**config.mk**
```make
export PLATFORM = sky130hd
export DESIGN_NAME = load_store_unit_flat
export DESIGN_NICKNAME = d
export VERILOG_FILES = /design/src/rtl/load_store_unit_if.sv /design/src/rtl/load_store_unit.sv /design/src/flat_wrapper.sv
export SDC_FILE = /design/constraint.sdc
export NUM_CORES = 1
export LEC_CHECK = 0
export CAP_MARGIN = 10
export CORE_ASPECT_RATIO = 2
export CORE_MARGIN = 2
export CORE_UTILIZATION = 45
export DETAILED_ROUTE_END_ITERATION = 16
export PLACE_DENSITY_LB_ADDON = 0.08
export SETUP_SLACK_MARGIN = 0.4
export SYNTH_ARGS = -nofsm -noshare
export SYNTH_HDL_FRONTEND = slang
export SYNTH_SLANG_ARGS = --single-unit
export TNS_END_PERCENT = 5
```
**constraint.sdc**
```tcl
create_clock -name clk -period 3.3 [get_ports clk]
set_clock_uncertainty 0.15 [all_clocks]
set_input_delay 0.495 -clock clk [delete_from_list [all_inputs] [get_ports clk]]
set_output_delay 0.495 -clock clk [all_outputs]
set_load 0.01 [all_outputs]
```
**src/rtl/load_store_unit_if.sv**
```systemverilog
// load_store_unit_if: request, response and data-memory signals of the load/store unit
interface load_store_unit_if;
  logic req_valid, req_ready, req_write, req_unsigned;
  logic [1:0] req_size;
  logic [31:0] req_addr, req_wdata;
  logic rsp_valid, rsp_ready, rsp_error;
  logic [31:0] rsp_rdata;
  logic mem_read, mem_write;
  logic [31:0] endereco, write_data, read_data;
  modport master (
    output req_valid, req_write, req_size, req_unsigned, req_addr, req_wdata, rsp_ready, read_data,
    input req_ready, rsp_valid, rsp_rdata, rsp_error, mem_read, mem_write, endereco, write_data
  );
  modport slave (
    input req_valid, req_write, req_size, req_unsigned, req_addr, req_wdata, rsp_ready, read_data,
    output req_ready, rsp_valid, rsp_rdata, rsp_error, mem_read, mem_write, endereco, write_data
  );
endinterface

```
**src/rtl/load_store_unit.sv**
```systemverilog
// load_store_unit: byte/half/word load-store FSM on a word-indexed memory; MISALIGN_TRAP_EN makes misaligned accesses errors
module load_store_unit #(
  parameter int WORD_ADDR_W = 5
) (
  input logic clk,
  input logic reset,
  load_store_unit_if.slave bus
);
  typedef enum logic [1:0] {IDLE, RD, WR, RESP} state_t;
  state_t state_q, state_d;
  logic write_q, write_d, uns_q, uns_d, err_q, err_d;
  logic [1:0] size_q, size_d;
  logic [31:0] addr_q, addr_d, data_q, data_d;
  logic [31:0] aligned, mask, merged, ext;
  logic [7:0] b;
  logic [15:0] h;
  logic misaligned, bad;
  always_comb begin
`ifdef MISALIGN_TRAP_EN
    misaligned = (bus.req_size == 2'b01 && bus.req_addr[0]) || (bus.req_size == 2'b10 && bus.req_addr[1:0] != 2'b00);
    aligned = bus.req_addr;
`else
    misaligned = 1'b0;
    aligned = bus.req_size == 2'b01 ? {bus.req_addr[31:1], 1'b0} :
              bus.req_size == 2'b10 ? {bus.req_addr[31:2], 2'b00} : bus.req_addr;
`endif
    bad = bus.req_size == 2'b11 || (|bus.req_addr[31:WORD_ADDR_W+2]) || misaligned;
    b = bus.read_data[{addr_q[1:0], 3'b000} +: 8];
    h = bus.read_data[{addr_q[1], 4'b0000} +: 16];
    ext = size_q == 2'b00 ? {{24{~uns_q & b[7]}}, b} :
          size_q == 2'b01 ? {{16{~uns_q & h[15]}}, h} : bus.read_data;
    mask = (size_q == 2'b00 ? 32'h0000_00FF : 32'h0000_FFFF) << {addr_q[1:0], 3'b000};
    merged = (bus.read_data & ~mask) | ((data_q << {addr_q[1:0], 3'b000}) & mask);
    state_d = state_q;
    write_d = write_q;
    uns_d = uns_q;
    err_d = err_q;
    size_d = size_q;
    addr_d = addr_q;
    data_d = data_q;
    if (state_q == IDLE && bus.req_valid) begin
      state_d = bad ? RESP : (!bus.req_write || bus.req_size != 2'b10) ? RD : WR;
      write_d = bus.req_write;
      uns_d = bus.req_unsigned;
      err_d = bad;
      size_d = bus.req_size;
      addr_d = aligned;
      data_d = bus.req_wdata;
    end
    if (state_q == RD) begin
      state_d = write_q ? WR : RESP;
      data_d = write_q ? merged : ext;
    end
    if (state_q == WR) state_d = RESP;
    if (state_q == RESP && bus.rsp_ready) state_d = IDLE;
  end
  always_ff @(posedge clk or posedge reset) begin
    if (reset) begin
      state_q <= IDLE;
      write_q <= 1'b0;
      uns_q <= 1'b0;
      err_q <= 1'b0;
      size_q <= 2'b00;
      addr_q <= 32'h0;
      data_q <= 32'h0;
    end else begin
      state_q <= state_d;
      write_q <= write_d;
      uns_q <= uns_d;
      err_q <= err_d;
      size_q <= size_d;
      addr_q <= addr_d;
      data_q <= data_d;
    end
  end
  assign bus.req_ready = state_q == IDLE && !reset;
  assign bus.rsp_valid = state_q == RESP;
  assign bus.rsp_rdata = (state_q == RESP && !write_q && !err_q) ? data_q : 32'h0;
  assign bus.rsp_error = state_q == RESP && err_q;
  assign bus.mem_read = !reset && state_q != WR;
  assign bus.mem_write = state_q == WR;
  assign bus.write_data = state_q == WR ? data_q : 32'h0;
  assign bus.endereco = (state_q == RD || state_q == WR) ? {2'b00, addr_q[31:2]} : 32'hFFFF_FFFF;
endmodule
```
**src/flat_wrapper.sv**
```systemverilog
// flat-port wrapper written by rule: the top's interface ports become plain ports
module load_store_unit_flat 
#(
  parameter int WORD_ADDR_W = 5
)
  (clk, reset, bus_req_valid, bus_req_write, bus_req_size, bus_req_unsigned, bus_req_addr, bus_req_wdata, bus_rsp_ready, bus_read_data, bus_req_ready, bus_rsp_valid, bus_rsp_rdata, bus_rsp_error, bus_mem_read, bus_mem_write, bus_endereco, bus_write_data);
  load_store_unit_if bus_i ();
  input logic clk;
  input logic reset;
  input wire logic [$bits(bus_i.req_valid)-1:0] bus_req_valid;
  input wire logic [$bits(bus_i.req_write)-1:0] bus_req_write;
  input wire logic [$bits(bus_i.req_size)-1:0] bus_req_size;
  input wire logic [$bits(bus_i.req_unsigned)-1:0] bus_req_unsigned;
  input wire logic [$bits(bus_i.req_addr)-1:0] bus_req_addr;
  input wire logic [$bits(bus_i.req_wdata)-1:0] bus_req_wdata;
  input wire logic [$bits(bus_i.rsp_ready)-1:0] bus_rsp_ready;
  input wire logic [$bits(bus_i.read_data)-1:0] bus_read_data;
  output wire logic [$bits(bus_i.req_ready)-1:0] bus_req_ready;
  output wire logic [$bits(bus_i.rsp_valid)-1:0] bus_rsp_valid;
  output wire logic [$bits(bus_i.rsp_rdata)-1:0] bus_rsp_rdata;
  output wire logic [$bits(bus_i.rsp_error)-1:0] bus_rsp_error;
  output wire logic [$bits(bus_i.mem_read)-1:0] bus_mem_read;
  output wire logic [$bits(bus_i.mem_write)-1:0] bus_mem_write;
  output wire logic [$bits(bus_i.endereco)-1:0] bus_endereco;
  output wire logic [$bits(bus_i.write_data)-1:0] bus_write_data;
  assign bus_i.req_valid = bus_req_valid;
  assign bus_i.req_write = bus_req_write;
  assign bus_i.req_size = bus_req_size;
  assign bus_i.req_unsigned = bus_req_unsigned;
  assign bus_i.req_addr = bus_req_addr;
  assign bus_i.req_wdata = bus_req_wdata;
  assign bus_i.rsp_ready = bus_rsp_ready;
  assign bus_i.read_data = bus_read_data;
  assign bus_req_ready = bus_i.req_ready;
  assign bus_rsp_valid = bus_i.rsp_valid;
  assign bus_rsp_rdata = bus_i.rsp_rdata;
  assign bus_rsp_error = bus_i.rsp_error;
  assign bus_mem_read = bus_i.mem_read;
  assign bus_mem_write = bus_i.mem_write;
  assign bus_endereco = bus_i.endereco;
  assign bus_write_data = bus_i.write_data;
  load_store_unit #(.WORD_ADDR_W(WORD_ADDR_W)) u_core (.clk(clk), .reset(reset), .bus(bus_i));
endmodule
```
==> results of run 1 <==
worst register-to-register path: stages, from the launching register on:
cell and delay, ns:
dfrtp_1 0.79, nand2b_1 0.51, o311a_1 0.50, a222oi_1 0.32, a21oi_1 0.12
cell usage after synthesis (all sizes together) (2+ instances only):
| library cell | number | area [sq um] |
|---|---|---|
| nand2 | 14 | 52.6 |
| mux2 | 42 | 473 |
| o2111ai | 7 | 61.3 |
| clkinv | 2 | 7.51 |
| mux4 | 7 | 158 |
| or3b | 7 | 61.3 |
| o311a | 7 | 70.1 |
| dfrtp | 71 | 1780 |
| and2 | 75 | 469 |
| clkbuf | 23 | 86.3 |
| buf | 26 | 164 |
| a221oi | 9 | 78.8 |
| mux2i | 29 | 290 |
| a31oi | 8 | 50.1 |
| nor3b | 10 | 75.1 |
| ha | 4 | 50.1 |
| or2 | 2 | 12.5 |
| a21oi | 26 | 130 |
| o21ai | 31 | 155 |
| a222oi | 16 | 160 |
| o211ai | 9 | 67.6 |
| inv | 13 | 48.8 |
| nor2 | 22 | 90.1 |
| nor2b | 3 | 18.8 |
| o32a | 10 | 100 |
| o31ai | 9 | 67.6 |
| nor4 | 14 | 87.6 |
| nor3 | 6 | 35.0 |
| nand2b | 43 | 269 |
stage by stage:
step	total power, mW	setup slack [ns]
4_1_cts	7.63	0.464
6_report	7.64	0.530
3_3_place_gp	6.45	0.845
2_1_floorplan	4.46	0.858
5_1_grt	8.12	0.390
3_5_place_dp	6.54	0.811
power by group through the flow:
stage	registers [mW]	logic (mW)	clock network, mW
5_1_grt	1.89	5.13	1.11
6_report	1.82	4.76	1.06
2_1_floorplan	1.54	2.92	0
3_5_place_dp	1.82	4.73	0
3_3_place_gp	1.80	4.65	0
4_1_cts	1.81	4.75	1.07
cell type report:
type / count / area share
Inverter: 15 / 0.00730
Sequential cell: 71 / 0.230
Clock buffer: 9 / 0.0292
Timing Repair Buffer: 222 / 0.283
Clock inverter: 6 / 0.0120
Tap cell: 145 / 0.0235
Multi-Input combinational cell: 424 / 0.415
cells by family after synthesis:
kind of cell	synth area share
and+or+nand+nor	0.229
AOI/OAI and AO/OA	0.193
muxes	0.174
DFF	0.336
buffers and inverters	0.0581
adders and majority gates	0.00948
worst min-delay path by stage:
stage / from / to / slack [ns] / depth (start not counted)
6_report: u_core.addr_q[3]$_DFFE_PP0P_ / u_core.addr_q[3]$_DFFE_PP0P_ / 0.34 / 1
5_1_grt: u_core.addr_q[2]$_DFFE_PP0P_ / u_core.addr_q[2]$_DFFE_PP0P_ / 0.36 / 1
4_1_cts: u_core.addr_q[16]$_DFFE_PP0P_ / u_core.addr_q[16]$_DFFE_PP0P_ / 0.35 / 1
3_5_place_dp: u_core.addr_q[16]$_DFFE_PP0P_ / u_core.addr_q[16]$_DFFE_PP0P_ / 0.33 / 1
3_3_place_gp: u_core.addr_q[14]$_DFFE_PP0P_ / u_core.addr_q[14]$_DFFE_PP0P_ / 0.33 / 1
2_1_floorplan: u_core.err_q$_DFFE_PP0P_ / u_core.err_q$_DFFE_PP0P_ / 0.31 / 2
layer usage:
layer	global-route usage	up-vias	routed length [um]
met5	0	-	0
met4	0.128	0	784
met3	0.0596	58	1800
met2	0.457	334	8750
met1	0.377	2608	6790
li1	-	2456	-
==> metrics.md, run 1 <==
| Metric | Value |
|---|---|
| Clock share of power | `0.139` |
| Fin. Hold Viols | `0` |
| Area grow syn2layout | `46.1%` |
| Worst-Margin Slew | `about 0.79 ns` |
| CP required | `~2.7 ns` |
| Max IR drop VDD | `0.000730 V` |
| Cell Count Post-Placement | `877` |
| Fmax | `0.361 GHz` |
| GR Overflow Total | `0` |
| Status | `finished clean` |
| Crit path launch | `u_core.state_q[1]$_DFFE_PP0P_` |
| Cts bufs inserted | `9` |
| Layout Nets | `between 800 and 900` |
| DR vias/cell | `~6.1` |
| CP max FO | `32` |
| Final Slew Violations | `0` |
| R2R cell count | `4` |
| Flop pwr share | `0.238` |
| Kind of cell adding the most delay to the critical path | `buffers and inverters` |
| Final Core Density | `0.667` |
| Vias in the first global route | `around 5,000` |
| 1st-iter DRT viols | `550` |
| Clk sinks | `71` |
| Avg WL per Cell | `approximately 20 um` |
| First-pass GRT wire length | `between 20,000 and 30,000 um` |
| Yosys warnings | `0` |
| Final WL | `between 15,000 and 20,000 um` |
| Clk root buf | `clkbuf_16` |
| Power per cell area | `990 mW/mm^2` |
| Post-layout instance area | `between 0.007 and 0.008 sq mm` |
| Synth cell types | `50` |
| Height of the die | `between 150 and 200 um` |
| Pint | `4.45 mW` |
| Core Box Area | `~0.012 sq mm` |
| I/O pins | `between 200 and 250` |
| Routability cong. | `between 0.9 and 1` |
| RSZ-0062 raised after global routing | `false` |
| Clock Path Buffers | `2` |
| Routed Antenna Nets | `0` |
| Synthesized area per cell | `about 9.4 sq um` |
| Psw | `between 3 and 4 mW` |
| CTS resizes | `0` |
| Synth Instances | `roughly 560` |
| Switching share of power | `0.417` |
| Row cnt | `between 50 and 60` |
| WS Path Type | `reg2out` |
| Main synth FF type | `dfrtp_1` |
| CP Cell Sequence | `ha_1 -> nor3b_2 -> buf_6 -> and2_1 -> clkdlybuf4s50_1` |
| R2r setup slk | `between 0.7 and 0.8 ns` |
| Async set-reset flop share out of synthesis | `1.00` |
| CP Capture Type | `output pin` |
| DIE WIDTH | `slightly above 80 um` |
| Pre-Repair DR Iteration Count | `7` |
| Register area | `~0.0018 sq mm` |
| Clock transition at the registers of the reported paths | `0.06 ns` |
| Setup TNS | `0 ns` |
| Commonest non-fill, non-tap cells in the layout | `clkdlybuf4s50_1 (204), and2_1 (75), dfrtp_1 (71)` |
| Min Tclk post-route | `approximately 2.8 ns` |
| CP bufs+invs | `2` |
| FF+latch count, synth | `between 70 and 80` |
| Startpoint types | `flip-flop` |
| Syn_nets | `between 600 and 700` |
| Lkg Pwr | `approximately 3 nW` |
| Commonest non-fill, non-tap cell in the layout | `clkdlybuf4s50_1` |
| Slowest CP cell | `clkdlybuf4s50_1` |
| Skew-Pair Late Insertion Delay | `0.34 ns` |
| Multi-input logic area | `roughly 0.0032 sq mm` |
| Dpl cell area | `about 0.0074 sq mm` |
| Setup bufs post-CTS | `0` |
| Count of flip-flops with a built-in enable after synthesis | `0` |
| Max incr delay on CP | `0.54 ns` |
| Worst path depth | `5` |
| Worst EP arrival | `2.12 ns` |
| Worst Hold Class | `reg2reg` |
| Register area share after synthesis | `0.336` |
| Max-cap violations | `0` |
| Die area | `0.0127 sq mm` |
| Synth Cell Area | `~0.0053 sq mm` |
| Ant diodes | `0` |
| Number of H-tree levels | `3` |
| Endpoints failing setup | `0` |
| Starting Density | `0.457` |
| Max_slew headroom | `0.472` |
| Combinational share of power | `0.623` |
| Gr usage total | `0.288` |
| R2R Path Start | `u_core.addr_q[0]$_DFFE_PP0P_` |
| Post-CTS Hold Buffers | `0` |
| Vias | `between 5,000 and 6,000` |
| Hold Worst Slack | `roughly 0.34 ns` |
| Tcrit/Tclk final | `0.839` |
| FILL cells | `948` |
| Final std cells w/o fill | `892` |
| IO buf count | `just over 200` |
| Antenna violations before repair | `0` |
| CP Capture Point | `bus_rsp_rdata[2]` |
| Layout cell share with drive strength beyond 1 | `0.116` |
| Largest net degree at the start of global routing | `41` |
| CTS tree | `yes` |
| Hpwl dp | `between 10,000 and 15,000 um` |
| Drc violations | `0` |
No activity file was read; power rests on OpenSTA's default activity.
==> run 2: changes to the inputs <==
- CORE_UTILIZATION: 45 -> 41
- clock period: 3.3 -> 2.34 ns (I/O delays scaled with it)
==> metrics.md, run 2 (synthesis results as in run 1) <==
| Metric | Value |
|---|---|
| Status | `finished clean` |
| I/O pins | `a little over 200` |
| Clock transition at the registers of the reported paths | `~0.06 ns` |
| Tcrit/Tclk final | `0.958` |
| Largest net degree at the start of global routing | `just over 70` |
| Die area | `around 0.014 sq mm` |
| CTS tree | `yes` |
| IO buf count | `approximately 200` |
| RSZ-0062 raised after global routing | `true` |
| Antenna violations before repair | `0` |
| Min-Delay Endpoint | `u_core.addr_q[13]$_DFFE_PP0P_` |
| Routability cong. | `0.987` |
| Slowest CP cell | `dfrtp_1` |
| FILL cells | `between 1,000 and 1,500` |
| Pre-Repair DR Iteration Count | `5` |
| Min Tclk post-route | `2.24 ns` |
| Clk sinks | `around 70` |
| Area grow syn2layout | `53.8%` |
| Worst-Margin Slew | `approximately 0.85 ns` |
| Power per cell area | `between 1000 and 1500 mW/mm^2` |
| Starting Density | `0.421` |
| CP Capture Type | `output pin` |
| Max_slew headroom | `0.434` |
| Vias | `5,669` |
| CP max FO | `9` |
| Worst Hold Class | `reg2reg` |
| Row cnt | `between 50 and 60` |
| Commonest non-fill, non-tap cell in the layout | `clkdlybuf4s50_1` |
| Clock Path Buffers | `2` |
| CP Cell Sequence | `inv_2 -> buf_4 -> ha_4 -> buf_8 -> nand2b_1 -> dlygate4sd2_1` |
| WS Path Type | `reg2out` |
| Pre-CTS WS | `-0.106 ns` |
| Max-cap violations | `0` |
| Skew-Pair Late Insertion Delay | `between 0.3 and 0.4 ns` |
| Fin. Hold Viols | `0` |
| Layout cell share with drive strength beyond 1 | `0.246` |
| Max IR drop VDD | `0.000916 V` |
| Crit path launch | `u_core.state_q[0]$_DFFE_PP0P_` |
| Cell Count Post-Placement | `between 900 and 1,000` |
| Worst EP arrival | `1.74 ns` |
| Commonest non-fill, non-tap cells in the layout | `clkdlybuf4s50_1 (105), dfrtp_1 (71), and2_1 (63)` |
| Core Box Area | `between 0.01 and 0.015 sq mm` |
| Startpoint types | `flip-flop` |
| 1st-iter DRT viols | `between 500 and 600` |
| Cts bufs inserted | `9` |
| Final WL | `between 20,000 and 25,000 um` |
| Avg WL per Cell | `around 23 um` |
| Lkg Pwr | `around 3.4 nW` |
| Hold Path Stages | `1` |
| Fmax | `roughly 0.45 GHz` |
| Final total power | `approximately 11 mW` |
| Hpwl dp | `between 15,000 and 20,000 um` |
| Routed Antenna Nets | `0` |
| Final Core Density | `0.647` |
| R2R cell count | `9` |
| Endpoints failing setup | `0` |
| Vias in the first global route | `5,760` |
| Dpl cell area | `a little under 0.008 sq mm` |
| Drc violations | `0` |
| Final Slew Violations | `0` |
| Gr usage total | `0.308` |
| GR Overflow Total | `0` |
| Ant diodes | `0` |
| Post-layout instance area | `roughly 0.0081 sq mm` |
| R2r setup slk | `~0.16 ns` |
| Clk root buf | `clkbuf_16` |
| Height of the die | `about 160 um` |
| Final WS setup | `about 0.098 ns` |
| First-pass GRT wire length | `about 33,000 um` |
| R2R Path Start | `u_core.state_q[0]$_DFFE_PP0P_` |
| Max incr delay on CP | `approximately 0.39 ns` |
| DR vias/cell | `between 6 and 7` |
| DIE WIDTH | `roughly 84 um` |
| CP required | `1.84 ns` |
| Number of H-tree levels | `3` |
| Layout Nets | `just under 900` |
| Min-delay src | `u_core.addr_q[13]$_DFFE_PP0P_` |
| Final std cells w/o fill | `940` |
run 2: changes by cell type in the layout (fill, tap and decap cells not counted), moves of 3 or more:
cell	previous run	this run
buf_2	0	17
buf_6	1	15
dlygate4sd2_1	0	28
and2_4	0	12
buf_4	17	42
and2_1	75	63
buf_16	0	3
ha_1	4	0
clkdlybuf4s50_1	204	105
clkbuf_2	0	16
clkdlybuf4s15_1	0	26
buf_12	0	9
run 2: final cells by class:
type,count,area (sq um),share of cell area
multi-input cells,424,3280,0.404
repair buffers,264,2540,0.313
flip-flops and latches,71,1780,0.219
clock buffers,10,229,0.0282
well taps,150,188,0.0231
inverters,15,60.1,0.00739
clock inverters,6,43.8,0.00539
run 2: worst max-delay path: cells and delay by family (launching register included):
family | cells | cell delay (ns)
flip-flops | 1 | 0.39
buffers and inverters | 4 | 0.65
adder cells (fa/ha/maj) | 1 | 0.30
AND/OR/NAND/NOR | 1 | 0.07
run 2: routing by layer:
layer	track usage	part of all wire	vias up
li1	-	-	2547
met1	0.319	0.34	2717
met2	0.563	0.52	328
met3	0.0460	0.063	77
met4	0.210	0.079	0
met5	0	0	-
run 2: repair_timing:
action                     in CTS  in global routing
gates cloned                    4                  1
pin swaps                       3                  3
hold buffers                    0                  0
resized for setup             201                 89
setup endpoints to repair     138                155
buffers inserted                8                  1
run 2: metrics by stage:
step	hold WS, ns	TNS [ns]
after floorplan	0.314	0
after global placement	0.330	0
after detailed placement	0.335	-0.500
after CTS	0.349	0
after global routing	0.357	0
final	0.348	0
run 2: power by group:
| group | leakage [nW] | total, mW | internal, mW | switching, mW |
|---|---|---|---|---|
| Sequential | 0.841 | 2.56 | 1.86 | 0.695 |
| Combinational | 2.42 | 7.51 | 3.80 | 3.71 |
| Clock | 0.133 | 1.30 | 0.724 | 0.580 |
run 2: worst max path at each step:
stage | end | slack (ns) | cells after the start
after floorplan | flip-flop | 0.36 | 8
after global placement | flip-flop | 0.005 | 5
after detailed placement | flip-flop | -0.11 | 5
after CTS | bus_rsp_rdata[30] | 0.06 | 6
after global routing | bus_endereco[24] | 0.04 | 6
final | bus_endereco[0] | 0.1 | 6
==> run 3: changes to the inputs <==
- CTS_CLUSTER_SIZE: default -> 24
- GPL_TIMING_DRIVEN: default -> 0
==> metrics.md, run 3 (synthesis results as in run 1) <==
| Metric | Value |
|---|---|
| Min Tclk post-route | `~2.2 ns` |
| Clk root buf | `clkbuf_16` |
| Clk sinks | `between 70 and 80` |
| RSZ-0062 raised after global routing | `true` |
| FILL cells | `1,033` |
| Clock share of power | `0.117` |
| Worst-Margin Slew | `0.545 ns` |
| Max_slew headroom | `0.636` |
| Lkg Pwr | `around 3.6 nW` |
| Startpoint types | `flip-flop` |
| Gr usage total | `0.337` |
| Pre-Repair DR Iteration Count | `9` |
| Tcrit/Tclk final | `0.953` |
| Final std cells w/o fill | `just under 1,000` |
| CTS tree | `yes` |
| Pint | `just under 7 mW` |
| Layout Nets | `a little over 900` |
| CP required | `roughly 1.8 ns` |
| Largest net degree at the start of global routing | `35` |
| IO buf count | `204` |
| DR vias/cell | `around 6.1` |
| CP Cell Sequence | `ha_4 -> buf_4 -> buf_4 -> clkdlybuf4s50_1` |
| Avg WL per Cell | `24.8 um` |
| R2R Path Start | `u_core.state_q[0]$_DFFE_PP0P_` |
| RR Endpoint | `u_core.data_q[7]$_DFFE_PP0P_` |
| Most frequent CP cell | `buf_4` |
| Switching share of power | `0.443` |
| Layout cell share with drive strength beyond 1 | `0.338` |
| Combinational share of power | `0.671` |
| Antenna violations before repair | `0` |
| Core Box Area | `around 0.013 sq mm` |
| 1st-iter DRT viols | `between 500 and 600` |
| Fmax | `approximately 0.45 GHz` |
| Ant diodes | `0` |
| Fin. Hold Viols | `0` |
| Clock transition at the registers of the reported paths | `roughly 0.06 ns` |
| Final WL | `between 20,000 and 25,000 um` |
| Vias in the first global route | `between 6,000 and 7,000` |
| Max IR drop VDD | `about 0.0009 V` |
| Final Slew Violations | `0` |
| Final total power | `around 12 mW` |
| Die area | `~0.014 sq mm` |
| Crit path launch | `u_core.state_q[1]$_DFFE_PP0P_` |
| Cell Count Post-Placement | `around 900` |
| Starting Density | `0.421` |
| CP Capture Type | `output pin` |
| Routed Antenna Nets | `0` |
| DIE WIDTH | `~84 um` |
| Height of the die | `164 um` |
| CP max FO | `4` |
| Area grow syn2layout | `58.9%` |
| Status | `finished clean` |
| Power per cell area | `roughly 1500 mW/mm^2` |
| Max incr delay on CP | `~0.5 ns` |
| Endpoints failing setup | `0` |
| Cts bufs inserted | `9` |
| Commonest non-fill, non-tap cells in the layout | `clkdlybuf4s50_1 (104), and2_1 (73), buf_2 (70)` |
| WS Path Type | `reg2out` |
| Psw | `5.41 mW` |
| Max-cap violations | `0` |
| Flop pwr share | `0.212` |
| Commonest non-fill, non-tap cell in the layout | `clkdlybuf4s50_1` |
| Routability cong. | `approximately 1.0` |
| Worst EP arrival | `1.73 ns` |
| Slowest CP cell | `clkdlybuf4s50_1` |
| Row cnt | `between 50 and 60` |
| First-pass GRT wire length | `around 35,000 um` |
| Worst Hold Class | `in2async` |
| R2r setup slk | `about 0.2 ns` |
| I/O pins | `around 210` |
| R2R cell count | `7` |
| Number of H-tree levels | `3` |
| CP Capture Point | `bus_rsp_valid` |
| Drc violations | `0` |
| Skew-Pair Late Insertion Delay | `between 0.3 and 0.4 ns` |
| Hold Worst Slack | `roughly 0.30 ns` |
| Vias | `5,923` |
| Hpwl dp | `roughly 18,000 um` |
| GR Overflow Total | `0` |
| Clock Path Buffers | `2` |
==> run 3: changes by cell type in the layout (fill, tap and decap cells not counted), sizes merged <==
cell           before  now
buf                87  133
clkdlybuf4s15      26   17
dlygate4sd2        28   17
clkbuf             27   28
clkinv              5    3
clkdlybuf4s50     105  104
bufinv              0    1
bufbuf              1    0
==> run 3: worst min path at each step <==
| stage | endpoint | slack (ns) | depth (start not counted) |
|---|---|---|---|
| after floorplan | u_core.err_q$_DFFE_PP0P_ | 0.31 | 2 |
| after global placement | u_core.addr_q[3]$_DFFE_PP0P_ | 0.33 | 1 |
| after detailed placement | u_core.addr_q[23]$_DFFE_PP0P_ | 0.33 | 1 |
| after CTS | u_core.data_q[11]$_DFFE_PP0P_ | 0.29 | 2 |
| after global routing | u_core.data_q[11]$_DFFE_PP0P_ | 0.33 | 2 |
| final | u_core.data_q[13]$_DFFE_PP0P_ | 0.30 | 2 |
==> run 3: layout make-up <==
| class | count | area, sq um | share of cell area |
|---|---|---|---|
| multi-input cells | 424 | 3490 | 0.416 |
| repair buffers | 240 | 2060 | 0.246 |
| flip-flops and latches | 71 | 1780 | 0.213 |
| plain buffers | 49 | 498 | 0.0594 |
| clock buffers | 10 | 239 | 0.0285 |
| well taps | 150 | 188 | 0.0224 |
| inverters | 15 | 71.3 | 0.00850 |
| clock inverters | 5 | 57.6 | 0.00686 |
==> run 3: power by group through the flow <==
stage                     logic, mW  registers, mW  clock network (mW)
after detailed placement       7.15           2.51                   0
after global routing           8.70           2.62                1.48
final                          8.19           2.59                1.43
after global placement         7.04           2.48                   0
after floorplan                4.11           2.18                   0
after CTS                      7.42           2.52                1.43
==> run 3: stage by stage <==
step	util	setup TNS (ns)	instance area, sq um	setup WS [ns]
floorplan	-	0	5280	0.362
global placement	0.598	-19.90	7510	-0.460
detailed placement	0.602	-24.54	7550	-0.541
CTS	0.634	0	7960	0.158
global route	0.668	0	8390	0.0836
finish	0.668	0	8390	0.110
==> run 3: worst max-delay path, delay by kind of cell (launching register included) <==
kind	cells	cell delay, ns
adder cells (fa/ha/maj)	1	0.18
flip-flops	1	0.45
buffers and inverters	3	0.76
==> run 3: layer usage <==
layer	vias up	GRT usage	wire length [um]
met5	-	0	0
met4	0	0.230	1830
li1	2595	-	-
met2	344	0.626	13000
met3	97	0.0645	1520
met1	2887	0.330	7560
==> run 3: what timing repair did <==
item,in CTS,in global routing
pin swaps,5,13
resized for setup,404,91
hold buffers,0,0
buffers inserted,10,20
endpoints found under the setup margin,172,171
cloned,3,1
